<file path="config.mk">
export PLATFORM = sky130hd
export DESIGN_NAME = trng_postproc
export DESIGN_NICKNAME = d
export VERILOG_FILES = /design/src/rtl/trng_pkg.sv /design/src/rtl/vn_debias.sv /design/src/rtl/trng_postproc.sv
export SDC_FILE = /design/constraint.sdc
export NUM_CORES = 1
export LEC_CHECK = 0
export CAP_MARGIN = 20
export CELL_PAD_IN_SITES_DETAIL_PLACEMENT = 0
export CELL_PAD_IN_SITES_GLOBAL_PLACEMENT = 1
export CORE_MARGIN = 1
export CORE_UTILIZATION = 45
export DETAILED_ROUTE_END_ITERATION = 12
export PLACE_DENSITY_LB_ADDON = 0.1
export SYNTH_ARGS = -nofsm -noshare
export SYNTH_HDL_FRONTEND = slang
export SYNTH_HIERARCHICAL = 1
export SYNTH_SLANG_ARGS = --single-unit
</file>
<file path="constraint.sdc">
create_clock -name clk -period 3.7 [get_ports clk]
set_clock_uncertainty 0.05 [all_clocks]
set_input_delay 0.555 -clock clk [delete_from_list [all_inputs] [get_ports clk]]
set_output_delay 0.555 -clock clk [all_outputs]
set_load 0.03 [all_outputs]
</file>
<file path="src/rtl/trng_pkg.sv">
// Shared constants and helpers for the TRNG post-processing slice.
package trng_pkg;

  localparam int BYTE_W         = 8;
  localparam int REP_CUTOFF_DEF = 32;
  localparam int REP_W          = $clog2(255 + 1);
  localparam int PACK_W         = $clog2(BYTE_W);

  typedef enum logic {
    PH_FIRST  = 1'b0,
    PH_SECOND = 1'b1
  } pair_phase_e;

  // Saturating increment of the repetition counter.
  function automatic logic [REP_W-1:0] rep_inc(input logic [REP_W-1:0] cnt,
                                               input logic [REP_W-1:0] limit);
    if (cnt >= limit) return limit;
    return cnt + 1'b1;
  endfunction

endpackage

</file>
<file path="src/rtl/vn_debias.sv">
// Von Neumann pair stage: 01 -> 0, 10 -> 1, equal pairs dropped.
//
// state     | meaning
// PH_FIRST  | next sampled bit is stored as the first of a pair
// PH_SECOND | next sampled bit is compared against the stored first bit
module vn_debias
  import trng_pkg::*;
(
  input  logic clk,
  input  logic rst,
  input  logic bit_in,
  input  logic bit_en,
  input  logic freeze,
  output logic vn_bit,
  output logic vn_valid
);

  pair_phase_e phase_q, phase_d;
  logic        first_q, first_d;

  always_ff @(posedge clk) begin
    if (rst) begin
      phase_q <= PH_FIRST;
      first_q <= 1'b0;
    end else begin
      phase_q <= phase_d;
      first_q <= first_d;
    end
  end

  // vn_valid qualifies the sample taken on this edge, so a byte can complete
  // on the same edge that samples its final raw bit.
  always_comb begin
    phase_d  = phase_q;
    first_d  = first_q;
    vn_bit   = first_q;
    vn_valid = 1'b0;
    if (bit_en && !freeze) begin
      case (phase_q)
        PH_FIRST: begin
          first_d = bit_in;
          phase_d = PH_SECOND;
        end
        PH_SECOND: begin
          phase_d  = PH_FIRST;
          vn_valid = first_q ^ bit_in;
        end
        default: phase_d = PH_FIRST;
      endcase
    end
  end

endmodule

</file>
<file path="src/rtl/trng_postproc.sv">
// TRNG post-processing: von Neumann debias, byte packer with single-entry
// valid/ready holder, and a repetition-count health test on the raw stream.
module trng_postproc
  import trng_pkg::*;
#(
  parameter int REP_CUTOFF = REP_CUTOFF_DEF
) (
  input  logic              clk,
  input  logic              rst,
  input  logic              bit_in,
  input  logic              bit_en,
  output logic [BYTE_W-1:0] byte_out,
  output logic              byte_valid,
  input  logic              byte_ready,
  output logic              ovf,
  output logic              rep_fail
);

  localparam logic [REP_W-1:0]  CUTOFF    = REP_W'(REP_CUTOFF);
  localparam logic [PACK_W-1:0] PACK_LAST = PACK_W'(BYTE_W - 1);

  logic             prev_bit_q;
  logic             prev_valid_q;
  logic [REP_W-1:0] rep_cnt_q, rep_cnt_d;
  logic             rep_trip;
  logic             rep_fail_q;
  logic             freeze;

  always_comb begin
    rep_cnt_d = rep_cnt_q;
    rep_trip  = 1'b0;
    if (bit_en) begin
      if (!prev_valid_q || (bit_in != prev_bit_q)) rep_cnt_d = REP_W'(1);
      else                                         rep_cnt_d = rep_inc(rep_cnt_q, CUTOFF);
      rep_trip = (rep_cnt_d == CUTOFF);
    end
  end

  always_ff @(posedge clk) begin
    if (rst) begin
      prev_bit_q   <= 1'b0;
      prev_valid_q <= 1'b0;
      rep_cnt_q    <= '0;
      rep_fail_q   <= 1'b0;
    end else begin
      if (bit_en) begin
        prev_bit_q   <= bit_in;
        prev_valid_q <= 1'b1;
        rep_cnt_q    <= rep_cnt_d;
      end
      if (rep_trip) rep_fail_q <= 1'b1;
    end
  end

  // A trip on this edge already blocks any completion it coincides with.
  assign freeze = rep_fail_q | rep_trip;

  logic vn_bit, vn_valid;

  vn_debias u_vn_debias (
    .clk      (clk),
    .rst      (rst),
    .bit_in   (bit_in),
    .bit_en   (bit_en),
    .freeze   (freeze),
    .vn_bit   (vn_bit),
    .vn_valid (vn_valid)
  );

  logic [BYTE_W-2:0] shreg_q;
  logic [PACK_W-1:0] pack_cnt_q;
  logic [BYTE_W-1:0] packed_byte;
  logic              byte_done;

  assign packed_byte = {shreg_q, vn_bit};
  assign byte_done   = vn_valid && (pack_cnt_q == PACK_LAST);

  always_ff @(posedge clk) begin
    if (rst) begin
      shreg_q    <= '0;
      pack_cnt_q <= '0;
    end else if (vn_valid) begin
      shreg_q    <= packed_byte[BYTE_W-2:0];
      pack_cnt_q <= pack_cnt_q + 1'b1;
    end
  end

  logic [BYTE_W-1:0] hold_q;
  logic              hold_valid_q;
  logic              ovf_q;
  logic              xfer;

  assign xfer = hold_valid_q & byte_ready;

  always_ff @(posedge clk) begin
    if (rst) begin
      hold_q       <= '0;
      hold_valid_q <= 1'b0;
      ovf_q        <= 1'b0;
    end else if (rep_fail_q) begin
      hold_q       <= '0;
      hold_valid_q <= 1'b0;
    end else if (byte_done) begin
      if (!hold_valid_q || xfer) begin
        hold_q       <= packed_byte;
        hold_valid_q <= 1'b1;
      end else begin
        ovf_q <= 1'b1;
      end
    end else if (xfer) begin
      hold_valid_q <= 1'b0;
    end
  end

  assign byte_out   = hold_q;
  assign byte_valid = hold_valid_q;
  assign ovf        = ovf_q;
  assign rep_fail   = rep_fail_q;

endmodule
</file>
==> flow_metrics.py, run 1 <==
metrics = {
    "outcome": {
        "outcome": "finished, final reports clean",
    },
    "timing": {
        "hold_violations": 0,
        "fmax_ghz": 0.3733,
        "relSlewSlack_pct": 65.57,
        "tightest_slew_ps": 514.8,
        "rsz0062_at_grt": "false",
        "fin_setup_tns_ps": 0,
        "setup_viol": 0,
        "drv_slew": 0,
        "post-route-period-util_pct": 72.40,
        "period_needed_ps": 2679,
    },
    "floorplan": {
        "fp.coreArea_um2": 2829,
        "boundaryPins": 16,
        "rows": 19,
        "die_x_um": 57.48,
        "die_h_um": 57.48,
        "dieArea_um2": 3304,
        "initial_core_util_pct": 48.96,
    },
    "clocking": {
        "cts_setup_buffers": 0,
        "cts-root-buf": "clkbuf_4",
        "cts_sinks": 33,
        "clock_path_buffers": 2,
        "htree_levels": 2,
        "ctsResizeCount": 0,
        "clkTransAtPathRegs_ps": 90,
        "insertion_delay_ps": 330,
        "cts_tree": "built",
        "cts_buffers": 5,
        "ctsHoldBuffers": 0,
    },
    "cells_and_area": {
        "synthToLayoutAreaGrowth_pct": 17.16,
        "fillers": 265,
        "finalCoreUtilization_pct": 57.36,
        "diodes": 0,
        "nets": 168,
        "layout.cells.non_filler": 191,
        "drive_gt1_share_pct": 10.63,
    },
    "placement": {
        "dp_cells": 183,
        "gp_congestion": 0.7416,
        "hpwl_um": 1801,
        "portBuffers": 15,
    },
    "worst_setup_path": {
        "path_cells": "clkdlybuf4s50_1 > xnor2_2 > nand3_1 > nor2_1 > a21oi_1 > nor2b_1 > and3_2 > nand2_1 > nor2b_1 > buf_4 > mux2i_1 > nor2_1",
        "startpoint": "bit_in",
        "critical_path_buf_inv_count": 2,
        "required_ps": 3870,
        "cp_top_family": "simple AND/OR/NAND/NOR gates",
        "end_kind": "register",
        "crit_fanout": 8,
        "slowest_delay_ps": 510,
        "r2r_start": "rep_cnt_q[0]$_SDFFE_PP0P_",
        "crit_type": "primary input to register",
        "crit_path_start_kind": "primary input",
        "cpMaxStageDelayCell": "clkdlybuf4s50_1",
        "worstPathArrival_ps": 2850,
    },
    "routing": {
        "post_drt_via_cell_ratio": 5.366,
        "first_pass_iters": 4,
        "num_vias": 1025,
        "drt-initial-drc-count": 28,
        "drcViolationCount": 0,
        "wl_um": 2567,
        "antenna_left": 0,
        "post_drt_wl_per_cell_um": 13.44,
    },
    "global_route": {
        "grt.total_usage_pct": 18.80,
        "overflow": 0,
        "grt_pass1_wl_um": 4547,
        "grt_pass1_vias": 1000,
        "antenna_found_initial": 0,
        "grt_start_max_net_pins": 18,
    },
    "logic_synthesis": {
        "avgSynthCellArea_um2": 9.893,
        "ys_ff_latch": 33,
        "syn-cell-area_um2": 1385,
        "synthFlopType": "dfxtp_1",
        "yosysSeqAreaShare_pct": 47.70,
        "synth_warnings": 6,
        "synth_fp_nets": 149,
        "synth_edf_count": 0,
        "yosys.area.top_type": "dfxtp_1",
        "yosysTopAreaCellShare_pct": 47.70,
        "yosysUniqueCellTypes": 32,
        "synth_cells": 140,
        "synth_area_leaders": "dfxtp_1 48%, mux2i_1 14%, nor2_1 7.3%",
        "synthArstFlopShare_pct": 0,
    },
    "power_and_ir_drop": {
        "ir_drop_v": 0.0002355,
        "leakage_nw": 0.5893,
        "power.density_nw_per_um2": 367.5,
    },
    "job": {
        "cap_violations": 0,
    },
    "min_path": {
        "hp-class": "register to register",
        "hold_path.startpoint": "ovf$_SDFFE_PP0P_",
    },
}
-- state kept, by name, indices dropped and copies added, names as in the netlist --
| register | flops |
|---|---|
| ovf | 1 |
| rep_cnt_q | 8 |
| prev_valid_q | 1 |
| u_vn_debias/vn_bit | 1 |
| u_vn_debias/phase_q | 1 |
| byte_out | 8 |
| pack_cnt_q | 3 |
| shreg_q | 7 |
| rep_fail | 1 |
| byte_valid | 1 |
| prev_bit_q | 1 |
-- synth_stat cells, types with 2 or more instances --
library cell  number
nor2_1            27
a21bo_2            3
ha_1               4
clkbuf_1           3
nand2b_1           2
nand3_1            3
buf_2              3
nand2_1            4
xnor2_1            4
inv_1              2
nor3b_1            2
or3_1              3
a41oi_1            2
mux2i_1           19
nand4_1            4
nor2b_1            2
a21oi_1            6
dfxtp_1           33
-- cell usage in the layout (no fill, tap or decap), drive strengths merged --
cell / count
nand2: 4
xnor2: 5
a211oi: 1
a41oi: 2
nor3: 2
o21ai: 1
nand4b: 1
or3: 3
and3: 1
clkdlybuf4s50: 15
nand4: 4
inv: 2
buf: 4
or2: 1
nand2b: 2
a21oi: 6
nor2b: 2
a21bo: 3
nand3: 3
nor3b: 3
mux2i: 19
clkbuf: 8
or3b: 1
nor2: 27
xor2: 1
o21bai: 1
o22a: 1
dfxtp: 33
ha: 4
-- through the flow --
| step | worst slack (ps) | instance area [um2] | power [mW] | hold WS [ps] |
|---|---|---|---|---|
| 2_1_floorplan | 1392 | 1385 | 0.4026 | 410.1 |
| 3_3_place_gp | 715.0 | 1574 | 0.4159 | 409.2 |
| 3_5_place_dp | 671.9 | 1574 | 0.4167 | 424.9 |
| 4_1_cts | 1030 | 1623 | 0.6076 | 451.8 |
| 5_1_grt | 775.3 | 1623 | 0.6270 | 480.5 |
| 6_report | 1021 | 1623 | 0.5965 | 442.2 |
-- power breakdown --
part / internal (mW) / switching [mW] / total [mW] / leakage, nW
logic: 0.0195 / 0.0222 / 0.0417 / 0.296
clock network: 0.0756 / 0.113 / 0.188 / 0.0265
registers: 0.360 / 0.00625 / 0.366 / 0.267
total: 0.455 / 0.141 / 0.596 / 0.589
-- final cells by class --
| cell class | instances | area, um2 | area share, % |
|---|---|---|---|
| Multi-Input combinational cell | 98 | 686.9 | 42.33 |
| Tap cell | 31 | 38.79 | 2.390 |
| Sequential cell | 33 | 660.6 | 40.71 |
| Timing Repair Buffer | 19 | 180.2 | 11.10 |
| Clock buffer | 8 | 48.80 | 3.007 |
| Inverter | 2 | 7.507 | 0.4626 |
-- worst reg2reg max path, delay by kind of cell, from the launching register on --
kind | cells | cell delay (ps)
fa+ha+maj | 1 | 200
buf+inv | 1 | 170
mux | 1 | 160
compound gates | 1 | 220
simple gates | 7 | 1010
xor+xnor | 1 | 160
flops | 1 | 380
-- logic make-up (layout without fill, tap and decap cells) --
kind of cell,count (synthesis),count (layout),share of synthesized area (%)
simple gates,54,54,20.23
flops,33,33,47.70
compound gates,15,15,7.679
xor+xnor,6,6,4.336
mux,19,19,13.73
fa+ha+maj,4,4,3.614
buf+inv,9,29,2.710
-- worst paths after layout --
| check | end | slack (ps) | cells after the start |
|---|---|---|---|
| worst max-delay path | byte_out[6]$_SDFFE_PP0P_ | 1020 | 12 |
| worst max register to register | byte_out[6]$_SDFFE_PP0P_ | 1240 | 12 |
| worst min register to register | ovf$_SDFFE_PP0P_ | 440 | 2 |
| worst min-delay path | ovf$_SDFFE_PP0P_ | 440 | 2 |
-- metal layers --
layer / vias to the layer above / GRT usage (%) / share of wire [%]
met5: - / 0 / 0
met4: 0 / 10.45 / 2.2
met3: 4 / 6.576 / 5.4
met2: 24 / 25.58 / 42
met1: 474 / 25.75 / 51
li1: 523 / - / -
Note: power is estimated with default switching activity, not from simulation.
==> run 2: changes to the inputs <==
--- a/config.mk
+++ b/config.mk
@@ -9,7 +9,7 @@
 export CELL_PAD_IN_SITES_DETAIL_PLACEMENT = 0
 export CELL_PAD_IN_SITES_GLOBAL_PLACEMENT = 1
 export CORE_MARGIN = 1
-export CORE_UTILIZATION = 45
+export CORE_UTILIZATION = 42
 export DETAILED_ROUTE_END_ITERATION = 12
 export PLACE_DENSITY_LB_ADDON = 0.1
 export SYNTH_ARGS = -nofsm -noshare
==> constraint.sdc (replaced) <==
create_clock -name clk -period 2.67 [get_ports clk]
set_clock_uncertainty 0.05 [all_clocks]
set_input_delay 0.4005 -clock clk [delete_from_list [all_inputs] [get_ports clk]]
set_output_delay 0.4005 -clock clk [all_outputs]
set_load 0.03 [all_outputs]
==> run 2 against run 1 <==
Net effect: core utilization decreased by 3.7 points; combinational power increased by 54%; sequential power up 39%; hold slack worse by 6.7 ps; global-route usage fell by 1.5 points; critical path type is now register to register; largest cell class unchanged; largest power group unchanged.
==> flow_metrics.py, run 2 (synthesized netlist as in run 1, its figures left out) <==
metrics = {
    "power_and_ir_drop": {
        "combPwrFrac_pct": 7.9,
        "p_int_mw": 0.6213,
        "swShare_pct": 24.15,
        "power_frac_clock_pct": 30.1,
        "ir_drop_v": 0.0003048,
        "power_frac_seq_pct": 62.0,
        "switchingPower_mw": 0.1979,
        "power.density_nw_per_um2": 491.5,
        "leakage_nw": 0.6090,
    },
    "floorplan": {
        "rows": 20,
        "initial_core_util_pct": 44.64,
        "die_h_um": 59.43,
        "die_x_um": 59.43,
        "boundaryPins": 16,
        "dieArea_um2": 3531,
        "fp.coreArea_um2": 3103,
    },
    "global_route": {
        "grt_start_max_net_pins": 17,
        "grt.total_usage_pct": 17.26,
        "overflow": 0,
        "grt_pass1_vias": 966,
        "antenna_found_initial": 0,
        "grt_pass1_wl_um": 4367,
    },
    "routing": {
        "antenna_left": 0,
        "num_vias": 1044,
        "post_drt_via_cell_ratio": 5.068,
        "drcViolationCount": 0,
        "wl_um": 2606,
        "drt-initial-drc-count": 50,
        "first_pass_iters": 4,
        "post_drt_wl_per_cell_um": 12.65,
    },
    "job": {
        "cap_violations": 0,
    },
    "placement": {
        "portBuffers": 15,
        "dp_cells": 200,
        "placed_cell_area_um2": 1620,
        "hpwl_um": 1832,
        "gp_congestion": 0.8266,
    },
    "clocking": {
        "cts-root-buf": "clkbuf_4",
        "clkTransAtPathRegs_ps": 100,
        "insertion_delay_ps": 330,
        "htree_levels": 2,
        "cts_tree": "built",
        "clock_path_buffers": 2,
        "cts_sinks": 33,
        "cts_setup_buffers": 0,
        "cts_buffers": 5,
    },
    "timing": {
        "drv_slew": 0,
        "rsz0062_at_grt": "false",
        "tightest_slew_ps": 431.5,
        "hold_violations": 0,
        "relSlewSlack_pct": 71.14,
        "setup_viol": 0,
        "fin_setup_tns_ps": 0,
        "post-route-period-util_pct": 89.46,
        "period_needed_ps": 2389,
        "fmax_ghz": 0.4187,
    },
    "outcome": {
        "outcome": "finished, final reports clean",
    },
    "cells_and_area": {
        "layout_commonest_cell": "dfxtp_1",
        "nets": 172,
        "mostFrequentLayoutCells": "33 x dfxtp_1, 27 x nor2_1, 19 x mux2i_1",
        "layout.cells.non_filler": 206,
        "final_area_um2": 1667,
        "diodes": 0,
        "drive_gt1_share_pct": 14.20,
        "synthToLayoutAreaGrowth_pct": 20.33,
    },
    "min_path": {
        "hp-class": "register to register",
        "hold_depth": 2,
    },
    "worst_setup_path": {
        "worstPathArrival_ps": 2560,
        "end_kind": "register",
        "crit_path_start_kind": "register",
        "r2r_cells": 11,
        "required_ps": 2840,
        "crit_type": "register to register",
        "crit_fanout": 7,
    },
}
run 2: cell types whose count changed in the layout (fill, tap and decap cells not counted):
cell	previous run	this run
a21oi_2	0	1
buf_4	4	8
a21oi_1	6	5
clkbuf_1	3	0
clkinv_2	0	1
run 2: cell type report:
cell class                 instances  area (um2)
fill                             318        1436
multi-input combinational         98       690.7
sequential                        33       660.6
timing repair buffer              23       210.2
tap                               44       55.05
clock buffer                       5       37.54
inverter                           2       7.507
clock inverter                     1       5.005
run 2: power by group through the flow:
| stage | clock, mW | combinational [mW] | sequential [mW] |
|---|---|---|---|
| 3_3_place_gp | 0 | 0.0627 | 0.519 |
| 2_1_floorplan | 0 | 0.0425 | 0.515 |
| 4_1_cts | 0.258 | 0.0641 | 0.508 |
| 3_5_place_dp | 0 | 0.0637 | 0.519 |
| 5_1_grt | 0.279 | 0.0712 | 0.509 |
| 6_report | 0.247 | 0.0644 | 0.508 |
run 2: final timing paths:
path / startpoint / end / slack, ps
hold reg to reg: ovf$_SDFFE_PP0P_ / ovf$_SDFFE_PP0P_ / 440
setup / recovery: rep_cnt_q[5]$_SDFFE_PP0P_ / byte_out[5]$_SDFFE_PP0P_ / 280
hold / removal: ovf$_SDFFE_PP0P_ / ovf$_SDFFE_PP0P_ / 440
setup reg to reg: rep_cnt_q[5]$_SDFFE_PP0P_ / byte_out[5]$_SDFFE_PP0P_ / 280
run 2: per-stage QoR:
step	hold WS (ps)	util (%)	total power [mW]	setup WS [ps]
floorplan	410.1	-	0.5579	430.5
global placement	409.4	52.22	0.5816	74.50
detailed placement	414.0	52.22	0.5827	28.73
CTS	437.5	53.59	0.8299	256.4
global route	469.6	53.71	0.8594	44.87
finish	435.5	53.71	0.8191	281.5
run 2: metal layers:
metal / track usage, % / share of wire, %
met5: 0 / 0
met4: 10.20 / 1.7
met3: 5.240 / 2.8
met1: 22.27 / 49
met2: 25.20 / 46
run 2: critical path, stage by stage (launching register included):
cell and delay, ps:
dfxtp_1 340, nor3_4 320, o21ai_1 160, a41oi_1 310
a21oi_2 70, nor2b_1 150, and3_2 200, nand2_1 80
nor2b_1 160, buf_4 180, mux2i_1 200, nor2_1 50
run 2: what timing repair did:
action                                  in CTS  in global routing
hold endpoints to repair                     0                  0
hold buffers                                 0                  0
gates resized for setup                      0                  1
endpoints found under the setup margin       0                  1
==> run 3: changes to the inputs <==
--- a/config.mk
+++ b/config.mk
@@ -9,7 +9,7 @@
 export CELL_PAD_IN_SITES_DETAIL_PLACEMENT = 0
 export CELL_PAD_IN_SITES_GLOBAL_PLACEMENT = 1
 export CORE_MARGIN = 1
-export CORE_UTILIZATION = 42
+export CORE_UTILIZATION = 38
 export DETAILED_ROUTE_END_ITERATION = 12
 export PLACE_DENSITY_LB_ADDON = 0.1
 export SYNTH_ARGS = -nofsm -noshare
==> constraint.sdc (replaced) <==
create_clock -name clk -period 2.1 [get_ports clk]
set_clock_uncertainty 0.05 [all_clocks]
set_input_delay 0.315 -clock clk [delete_from_list [all_inputs] [get_ports clk]]
set_output_delay 0.315 -clock clk [all_outputs]
set_load 0.03 [all_outputs]
==> run 3 against run 2 <==
Net effect: cell count up 8.7%; maximum frequency up 14%; clock power up 43%; first-iteration DRC count down 68%; via count up 1.7%; largest power group unchanged.
==> flow_metrics.py, run 3 (synthesized netlist as in run 1, its figures left out) <==
metrics = {
    "timing": {
        "relSlewSlack_pct": 78.90,
        "whs_ps": 451.2,
        "hold_violations": 0,
        "fin_setup_tns_ps": 0,
        "period_needed_ps": 2094,
        "post-route-period-util_pct": 99.73,
        "drv_slew": 0,
        "setup_viol": 0,
        "tightest_slew_ps": 315.5,
        "rsz0062_at_grt": "true",
        "fmax_ghz": 0.4775,
    },
    "power_and_ir_drop": {
        "combPwrFrac_pct": 10.1,
        "power_frac_seq_pct": 58.1,
        "ir_drop_v": 0.0003631,
        "swShare_pct": 26.28,
        "power_frac_clock_pct": 31.8,
        "switchingPower_mw": 0.2914,
        "leakage_nw": 0.6993,
        "p_int_mw": 0.8175,
        "power.density_nw_per_um2": 581.2,
    },
    "routing": {
        "post_drt_via_cell_ratio": 4.741,
        "drcViolationCount": 0,
        "num_vias": 1062,
        "antenna_left": 0,
        "first_pass_iters": 4,
        "wl_um": 2904,
        "post_drt_wl_per_cell_um": 12.96,
        "drt-initial-drc-count": 16,
    },
    "cells_and_area": {
        "diodes": 0,
        "finalCoreUtilization_pct": 55.86,
        "mostFrequentLayoutCells": "29 x dfxtp_1, 26 x nor2_1, 21 x buf_4",
        "synthToLayoutAreaGrowth_pct": 37.76,
        "layout_commonest_cell": "dfxtp_1",
        "nets": 186,
        "final_area_um2": 1908,
        "drive_gt1_share_pct": 31.46,
    },
    "clocking": {
        "clock_path_buffers": 2,
        "clkTransAtPathRegs_ps": 110,
        "insertion_delay_ps": 340,
        "htree_levels": 2,
        "cts_buffers": 5,
        "cts_sinks": 33,
        "cts-root-buf": "clkbuf_4",
        "cts_tree": "built",
    },
    "placement": {
        "hpwl_um": 1947,
        "gp_congestion": 0.7496,
        "placed_cell_area_um2": 1735,
        "portBuffers": 15,
    },
    "job": {
        "cap_violations": 0,
    },
    "floorplan": {
        "boundaryPins": 16,
        "die_x_um": 62.38,
        "rows": 21,
        "die_h_um": 62.38,
        "initial_core_util_pct": 40.55,
        "fp.coreArea_um2": 3416,
        "dieArea_um2": 3891,
    },
    "worst_setup_path": {
        "crit_path_start_kind": "register",
        "required_ps": 2280,
        "worstPathArrival_ps": 2280,
        "crit_type": "register to register",
        "end_kind": "register",
        "crit_fanout": 8,
    },
    "global_route": {
        "overflow": 0,
        "grt_pass1_vias": 1125,
        "antenna_found_initial": 0,
        "grt_start_max_net_pins": 18,
        "grt.total_usage_pct": 16.89,
        "grt_pass1_wl_um": 5106,
    },
    "min_path": {
        "hp-class": "register to register",
    },
    "outcome": {
        "outcome": "finished, final reports clean",
    },
}
==> run 3: cell count changes in the layout (fill, tap and decap cells not counted), moves of 2 or more <==
cell and change:
dfxtp_4 +2, nand3_1 -2, ha_1 -2, buf_4 +13, dfxtp_1 -4, xnor2_2 +2
dfxtp_2 +2, xnor2_1 -2, ha_4 +2
==> run 3: cell type report <==
type | instances | area (um2)
Multi-Input combinational cell | 98 | 799.5
Fill cell | 335 | 1508
Sequential cell | 33 | 670.6
Tap cell | 46 | 57.56
Inverter | 2 | 7.507
Clock inverter | 3 | 17.52
Clock buffer | 5 | 37.54
Timing Repair Buffer | 37 | 317.8
==> run 3: timing repair <==
action | in CTS | in global routing
pin swaps | 5 | 0
hold buffers | 0 | 0
endpoints found under the hold margin | 0 | 0
endpoints found under the setup margin | 18 | 19
buffers inserted | 3 | 1
gates resized for setup | 15 | 4
==> run 3: power by group through the flow <==
stage	Combinational, mW	Clock, mW	Sequential (mW)
floorplan	0.0562	0	0.657
global placement	0.0952	0	0.659
detailed placement	0.0975	0	0.659
CTS	0.108	0.364	0.645
global route	0.122	0.390	0.647
finish	0.112	0.352	0.645
==> run 3: path summary, 6_finish.rpt <==
check             depth (start not counted)  slack [ps]                 startpoint                        end
setup / recovery                         12           6  rep_cnt_q[1]$_SDFFE_PP0P_   byte_out[3]$_SDFFE_PP0P_
hold / removal                            1         450  rep_cnt_q[7]$_SDFFE_PP0P_  rep_cnt_q[7]$_SDFFE_PP0P_
setup reg to reg                         12           6  rep_cnt_q[1]$_SDFFE_PP0P_   byte_out[3]$_SDFFE_PP0P_
hold reg to reg                           1         450  rep_cnt_q[7]$_SDFFE_PP0P_  rep_cnt_q[7]$_SDFFE_PP0P_
==> run 3: worst max-delay path, stage by stage (launching register included) <==
cell and delay [ps]:
dfxtp_4 390, ha_4 150, nand3_4 80, xnor2_2 140, or3_4 360, a21oi_4 150, nor2b_2 60, and3_4 150
nand2_2 60, nor2b_1 50, buf_6 140, mux2i_1 140, nor2_1 50
==> run 3: routing by layer <==
metal	GRT usage [%]	part of all wire [%]	vias up
met3	4.927	3.2	5
li1	-	-	554
met4	5.233	1.2	0
met2	26.24	44	14
met1	22.62	52	489
met5	0	0	-
==> run 3: through the flow <==
stage	worst slack (ps)	cells	power [mW]
6_report	5.697	224	1.109
5_1_grt	-147.4	224	1.160
4_1_cts	1.155	223	1.117
3_5_place_dp	-437.0	212	0.7570
3_3_place_gp	-384.2	212	0.7545
2_1_floorplan	-1.518	140	0.7129
